$ cat src/rtl/imem_loader_pkg.sv
// imem_loader_pkg
//   Shared types and constants for the instruction-memory boot loader.
//   - state_t        : loader FSM states (CHK is only entered when the
//                      IMEM_LOADER_CHECKSUM_EN macro is defined)
//   - BYTES_PER_WORD : bytes packed into one instruction word
//   - WORD_SHIFT     : word index to byte address shift
package imem_loader_pkg;

  typedef enum logic [2:0] {
    HDR,
    DATA,
    CHK,
    DONE,
    ERR
  } state_t;

  localparam int BYTES_PER_WORD = 4;
  localparam int WORD_SHIFT     = 2;

endpackage

$ cat src/rtl/imem_byte_packer.sv
// imem_byte_packer
//   Packs an accepted byte stream little-endian into 32-bit words.
//   The first byte of a word ends up in [7:0], the fourth in [31:24].
//   Ports:
//     clk, rst_n   : clock, asynchronous active-low reset
//     clear        : synchronous clear of byte counter, shift register and pulse
//     byte_valid   : a byte is transferred this cycle
//     byte_in      : the transferred byte
//     word_done    : combinational, high when this transfer completes a word
//     word_valid   : registered one-cycle pulse the cycle after word_done
//     word         : assembled word, valid while word_valid is high
module imem_byte_packer
  import imem_loader_pkg::*;
(
  input  logic        clk,
  input  logic        rst_n,
  input  logic        clear,
  input  logic        byte_valid,
  input  logic [7:0]  byte_in,
  output logic        word_done,
  output logic        word_valid,
  output logic [31:0] word
);

  localparam logic [1:0] LAST_LANE = 2'(BYTES_PER_WORD - 1);

  logic [1:0]  byte_cnt_reg;
  logic [31:0] shift_reg;
  logic        word_valid_reg;

  assign word_done  = byte_valid && (byte_cnt_reg == LAST_LANE);
  assign word_valid = word_valid_reg;
  // After four right-shifts the first byte sits in the low lane, so the
  // shift register itself is the finished word during the write pulse.
  assign word       = shift_reg;

  always_ff @(posedge clk or negedge rst_n) begin
    if (!rst_n) begin
      byte_cnt_reg   <= '0;
      shift_reg      <= '0;
      word_valid_reg <= 1'b0;
    end else if (clear) begin
      byte_cnt_reg   <= '0;
      shift_reg      <= '0;
      word_valid_reg <= 1'b0;
    end else begin
      word_valid_reg <= word_done;
      if (byte_valid) begin
        byte_cnt_reg <= byte_cnt_reg + 2'd1;  // wraps 3 -> 0
        shift_reg    <= {byte_in, shift_reg[31:8]};
      end
    end
  end

endmodule

$ cat src/rtl/imem_loader.sv
// imem_loader
//   Boot-time writer for the instruction memory. Receives a framed byte
//   stream (header byte N = word count, then 4*N data bytes, optionally a
//   trailing XOR checksum byte), packs it into words and writes them to the
//   instruction memory while holding the CPU stalled.
//   Optional feature: define IMEM_LOADER_CHECKSUM_EN to require a trailing
//   checksum byte equal to the XOR of all data bytes.
//   Ports:
//     clk, rst_n          : clock, asynchronous active-low reset
//     Rx_Data/Valid/Ready : byte stream handshake
//     Restart             : synchronous pulse, return to header wait
//     Wr_En/Addr/Data     : instruction memory write port
//     Cpu_Stall           : holds CPU fetch until an image is loaded
//     Load_Done, Load_Err : load status
module imem_loader
  import imem_loader_pkg::*;
#(
  parameter int DEPTH  = 32,
  parameter int ADDR_W = 32
) (
  input  logic              clk,
  input  logic              rst_n,
  input  logic [7:0]        Rx_Data,
  input  logic              Rx_Valid,
  output logic              Rx_Ready,
  input  logic              Restart,
  output logic              Wr_En,
  output logic [ADDR_W-1:0] Wr_Addr,
  output logic [31:0]       Wr_Data,
  output logic              Cpu_Stall,
  output logic              Load_Done,
  output logic              Load_Err
);

  localparam logic [7:0] DEPTH_B = 8'(DEPTH);

  state_t     state_reg;
  logic [7:0] n_words_reg;
  logic [7:0] word_cnt_reg;
  logic       cpu_stall_reg;
  logic       load_done_reg;
  logic       load_err_reg;
  logic       accept;
  logic       word_done;
`ifdef IMEM_LOADER_CHECKSUM_EN
  logic [7:0] xor_reg;
`endif

  // Ready depends only on registered state plus Restart, which blocks any
  // handshake in the cycle it is asserted.
  assign Rx_Ready  = ((state_reg == HDR) || (state_reg == DATA) || (state_reg == CHK)) && !Restart;
  assign accept    = Rx_Valid && Rx_Ready;
  assign Cpu_Stall = cpu_stall_reg;
  assign Load_Done = load_done_reg;
  assign Load_Err  = load_err_reg;

  imem_byte_packer u_packer (
    .clk        (clk),
    .rst_n      (rst_n),
    .clear      (Restart || (state_reg == HDR)),
    .byte_valid (accept && (state_reg == DATA)),
    .byte_in    (Rx_Data),
    .word_done  (word_done),
    .word_valid (Wr_En),
    .word       (Wr_Data)
  );

  always_ff @(posedge clk or negedge rst_n) begin
    if (!rst_n) begin
      state_reg     <= HDR;
      n_words_reg   <= '0;
      word_cnt_reg  <= '0;
      Wr_Addr       <= '0;
      cpu_stall_reg <= 1'b1;
      load_done_reg <= 1'b0;
      load_err_reg  <= 1'b0;
`ifdef IMEM_LOADER_CHECKSUM_EN
      xor_reg       <= '0;
`endif
    end else if (Restart) begin
      state_reg     <= HDR;
      n_words_reg   <= '0;
      word_cnt_reg  <= '0;
      cpu_stall_reg <= 1'b1;
      load_done_reg <= 1'b0;
      load_err_reg  <= 1'b0;
    end else begin
      case (state_reg)
        HDR: begin
`ifdef IMEM_LOADER_CHECKSUM_EN
          xor_reg <= '0;
`endif
          if (accept) begin
            if ((Rx_Data == 8'd0) || (Rx_Data > DEPTH_B)) begin
              state_reg    <= ERR;
              load_err_reg <= 1'b1;
            end else begin
              n_words_reg  <= Rx_Data;
              word_cnt_reg <= '0;
              state_reg    <= DATA;
            end
          end
        end
        DATA: begin
`ifdef IMEM_LOADER_CHECKSUM_EN
          if (accept) xor_reg <= xor_reg ^ Rx_Data;
`endif
          if (word_done) begin
            // Address is registered alongside the packer's write pulse.
            Wr_Addr      <= ADDR_W'(word_cnt_reg) << WORD_SHIFT;
            word_cnt_reg <= word_cnt_reg + 8'd1;
            if (word_cnt_reg == n_words_reg - 8'd1) begin
`ifdef IMEM_LOADER_CHECKSUM_EN
              state_reg     <= CHK;
`else
              state_reg     <= DONE;
              load_done_reg <= 1'b1;
              cpu_stall_reg <= 1'b0;
`endif
            end
          end
        end
`ifdef IMEM_LOADER_CHECKSUM_EN
        CHK: begin
          if (accept) begin
            if (Rx_Data == xor_reg) begin
              state_reg     <= DONE;
              load_done_reg <= 1'b1;
              cpu_stall_reg <= 1'b0;
            end else begin
              state_reg    <= ERR;
              load_err_reg <= 1'b1;
            end
          end
        end
`endif
        DONE: state_reg <= DONE;
        ERR:  state_reg <= ERR;
        default: state_reg <= HDR;
      endcase
    end
  end

endmodule

$ cat config.mk
export PLATFORM = sky130hd
export DESIGN_NAME = imem_loader
export DESIGN_NICKNAME = d
export VERILOG_FILES = /design/src/rtl/imem_loader_pkg.sv /design/src/rtl/imem_byte_packer.sv /design/src/rtl/imem_loader.sv
export SDC_FILE = /design/constraint.sdc
export NUM_CORES = 1
export LEC_CHECK = 0
export CAP_MARGIN = 5
export CORE_UTILIZATION = 53
export CTS_BUF_LIST = sky130_fd_sc_hd__clkbuf_16
export DETAILED_ROUTE_END_ITERATION = 6
export PLACE_DENSITY = 0.89
export SYNTH_ARGS = -nofsm -noshare
export SYNTH_HDL_FRONTEND = slang
export SYNTH_SLANG_ARGS = --single-unit
$ cat constraint.sdc
create_clock -name clk -period 4.8 [get_ports clk]
set_input_delay 0.48 -clock clk [delete_from_list [all_inputs] [get_ports clk]]
set_output_delay 0.48 -clock clk [all_outputs]
set_load 0.005 [all_outputs]
==> reports/qor.csv <==
stage,metric,value,unit
placement,dp_hpwl,4680,um
yosys,yosys.area_share.simple,14.6,%
pwr,power.share.sequential,46.7,%
timing,max_freq,350,MHz
timing,setup_viol,0,
timing,clock_skew,0.00487,ns
placement,io_buffers,56,
critical_path,crit_path_max_fanout,15,
pwr,p_clk_share,47.6,%
floorplan,fp-row-count,27,
route,num_vias,2460,
timing,holdWs,0.334,ns
yosys,synth_xor_area_share,3.21,%
finish,largest_reg_flops,32,
clocking,clk_pin_slew,0.05,ns
floorplan,fp.dieH,79.2,um
yosys,synth_mux_area_share,5.10,%
route,drc,0,
pwr,swShare,22.9,%
yosys,synth_seq_cells,65,
route,ant_nets,0,
yosys,avgSynthCellArea,10.4,um^2
route,wire_per_inst,15.7,um
critical_path,worst_setup_path_end_kind,flip-flop,
clocking,clk_latency,0.33,ns
clocking,htree_levels,3,
global_routing,first_global_vias,2298,
pwr,intPower,0.000917,W
critical_path,critPathKind,input pin to flip-flop,
yosys,synth_top_family_by_area,compound AO/OA/AOI/OAI gates,
critical_path,cp.required,5.05,ns
route,first_pass_iters,4,
timing,rsz0062_at_grt,false,
placement,preCtsSetupSlack,1.69,ns
job,cap_violations,0,
yosys,synth-edff-count,0,
clocking,clock_path_buffers,2,
yosys,syn_area,3160,um^2
critical_path,cp_common_cell,o21ai_1,
global_routing,grt_start_max_net_pins,66,
outcome,status,finished clean,
critical_path,cpMaxStageDelayCell,nand3_1,
timing,min_period,2.85,ns
finish,area_growth,24.5,%
critical_path,crit_chain,clkdlybuf4s50_1 > or4_4 > o21ai_1 > nand3_1 > a2111o_1 > o21ai_1,
critical_path,max_stage_delay,0.60,ns
pwr,p_sw,0.000273,W
floorplan,die_w,79.2,um
global_routing,grt_pass1_wl,11200,um
pwr,p_total,0.00119,W
timing,timing.final.ws_setup,1.95,ns
finish,diodes,0,
route,drt_wl_total,6800,um
clocking,root_buffer,clkbuf_16,
timing,maxSlewHeadroom,34.6,%
route,viasPerCell,5.68,
yosys,dominantRegCellSynth,dfrtp_1,
floorplan,coreArea,5640,um^2
pwr,p_comb_share,5.7,%
finish,nets,371,
critical_path,start_kind,input pin,
floorplan,ios,81,
pwr,power.leakage,1.76,nW
yosys,ys_warn_count,0,
timing,worst_pin_slew,0.977,ns
timing,hold_viol,0,
floorplan,initial_core_util,56.0,%
critical_path,crit_arrival,3.10,ns
clocking,cts_hold_buf,0,
pwr,powerDensity,302,nW/um^2
yosys,yosysUniqueCellTypes,54,
yosys,synthArstFlopShare,100,%
route,drt_iter0_drc,196,
global_routing,antenna_found_initial,0,
finish,layout-drive-gt1-share,10.5,%
yosys,yosysSeqAreaShare,51.5,%
global_routing,gr-total-overflow,0,
clocking,cts.sinks,65,
timing,drv_slew,0,
finish,fillCellCount,401,
placement,place_congestion,0.911,
timing,setup_tns,0,ns
hold_path,hold_path_class,input pin to asynchronous set/reset pin,
pwr,irDropWorstVdd,234,uV
yosys,postSynthCellCount,304,
timing,finalCritPeriodShare,59.5,%
global_routing,grt_use_total,23.7,%
yosys,synthAdderAreaFrac,1.19,%
yosys,synth_compound_area_share,15.8,%
clocking,cts_tree,yes,
clocking,numCtsBuffers,9,
floorplan,die_area,6280,um^2
clocking,cts_resized,0,
clocking,post_cts_buffers,0,
## cells in the mapped netlist (all sizes together), types with 5 or more instances
library cell,n,share of area (%)
dfrtp,64,51
nand2,50,5.9
buf,26,6.2
a21oi,25,4.0
a22o,15,4.2
clkbuf,15,1.8
nor2,13,1.5
mux2,9,3.2
mux2i,6,1.9
nand3,6,0.95
xnor2,6,1.7
a2111o,5,1.8
o2111ai,5,1.4
## cells in the final DEF, fill, tap and decap left out, types with 2 or more instances in the layout
cell type and n:
o2111ai_1 5, conb_1 24, nor4_1 3, nor2b_1 2, clkinvlp_4 2, nand3_1 6
clkinv_1 2, a22o_1 14, and2_1 4, xor2_1 3, mux2_2 9, dfrtp_1 64
clkinv_2 3, mux2i_1 6, nor3_1 3, xnor2_1 6, buf_4 3, or2_2 3
nand4_1 3, o21bai_1 2, nand2_1 50, ha_1 3, o21ai_1 2, a2111o_1 5
nor2_1 13, o21ai_0 2, clkbuf_16 9, inv_1 4, a21oi_1 25, clkdlybuf4s50_1 55
## metrics by stage
| step | cells | cell area (um^2) | utilization [%] |
|---|---|---|---|
| 3_3_place_gp | 417 | 3670 | 65.1 |
| 5_1_grt | 433 | 3940 | 69.8 |
| 2_1_floorplan | 327 | 3250 | - |
| 6_report | 433 | 3940 | 69.8 |
| 3_5_place_dp | 417 | 3670 | 65.1 |
| 4_1_cts | 433 | 3940 | 69.8 |
## cell families after synthesis
logic type                 count (synthesis)
and+or+nand+nor                           97
buffers and inverters                     45
muxes                                     15
other                                      1
AOI/OAI and AO/OA                         68
adders and majority gates                  3
xor gates and xnor gates                  10
DFF                                       65
## critical path: cells and delay by family
family | cells | cell delay (ns)
AO/OA/AOI/OAI | 3 | 0.99
buffers and inverters | 1 | 0.46
AND/OR/NAND/NOR | 2 | 1.16
## power groups by stage
stage	logic (W)	clock network (W)	registers, W
3_5_place_dp	0.0000673	0	0.000565
6_report	0.0000679	0.000566	0.000556
2_1_floorplan	0.0000476	0	0.000563
3_3_place_gp	0.0000656	0	0.000565
5_1_grt	0.0000762	0.000594	0.000556
4_1_cts	0.0000676	0.000570	0.000556
## final cells by class
class	instances	area, um^2	share of cell area, %
timing repair buffer	59	578	14.7
inverter	4	15.0	0.381
sequential	65	1630	41.3
clock inverter	7	37.5	0.953
tap	72	90.1	2.29
multi-input combinational	217	1360	34.6
clock buffer	9	225	5.72
## worst paths after layout
path / from / end / slack [ns] / depth (start not counted)
min: rst_n / word_cnt_reg[0] / 0.33 / 2
min reg2reg: Load_Done / Load_Done / 0.50 / 1
min in group clk: Load_Done / Load_Done / 0.50 / 1
max in group asynchronous: rst_n / u_packer.byte_cnt_reg[0] / 3.96 / 2
max reg2reg: state_reg[1] / word_cnt_reg[3] / 2.33 / 5
max: Rx_Data[4] / word_cnt_reg[3] / 1.95 / 6
## layer usage
metal	track usage [%]	wire length, um	up-vias
met1	31.8	2900	1176
met5	0	0	-
met2	34.9	3200	125
met3	5.29	439	23
met4	14.7	259	0
li1	-	-	1136
Note: power is estimated with default switching activity, not from simulation.
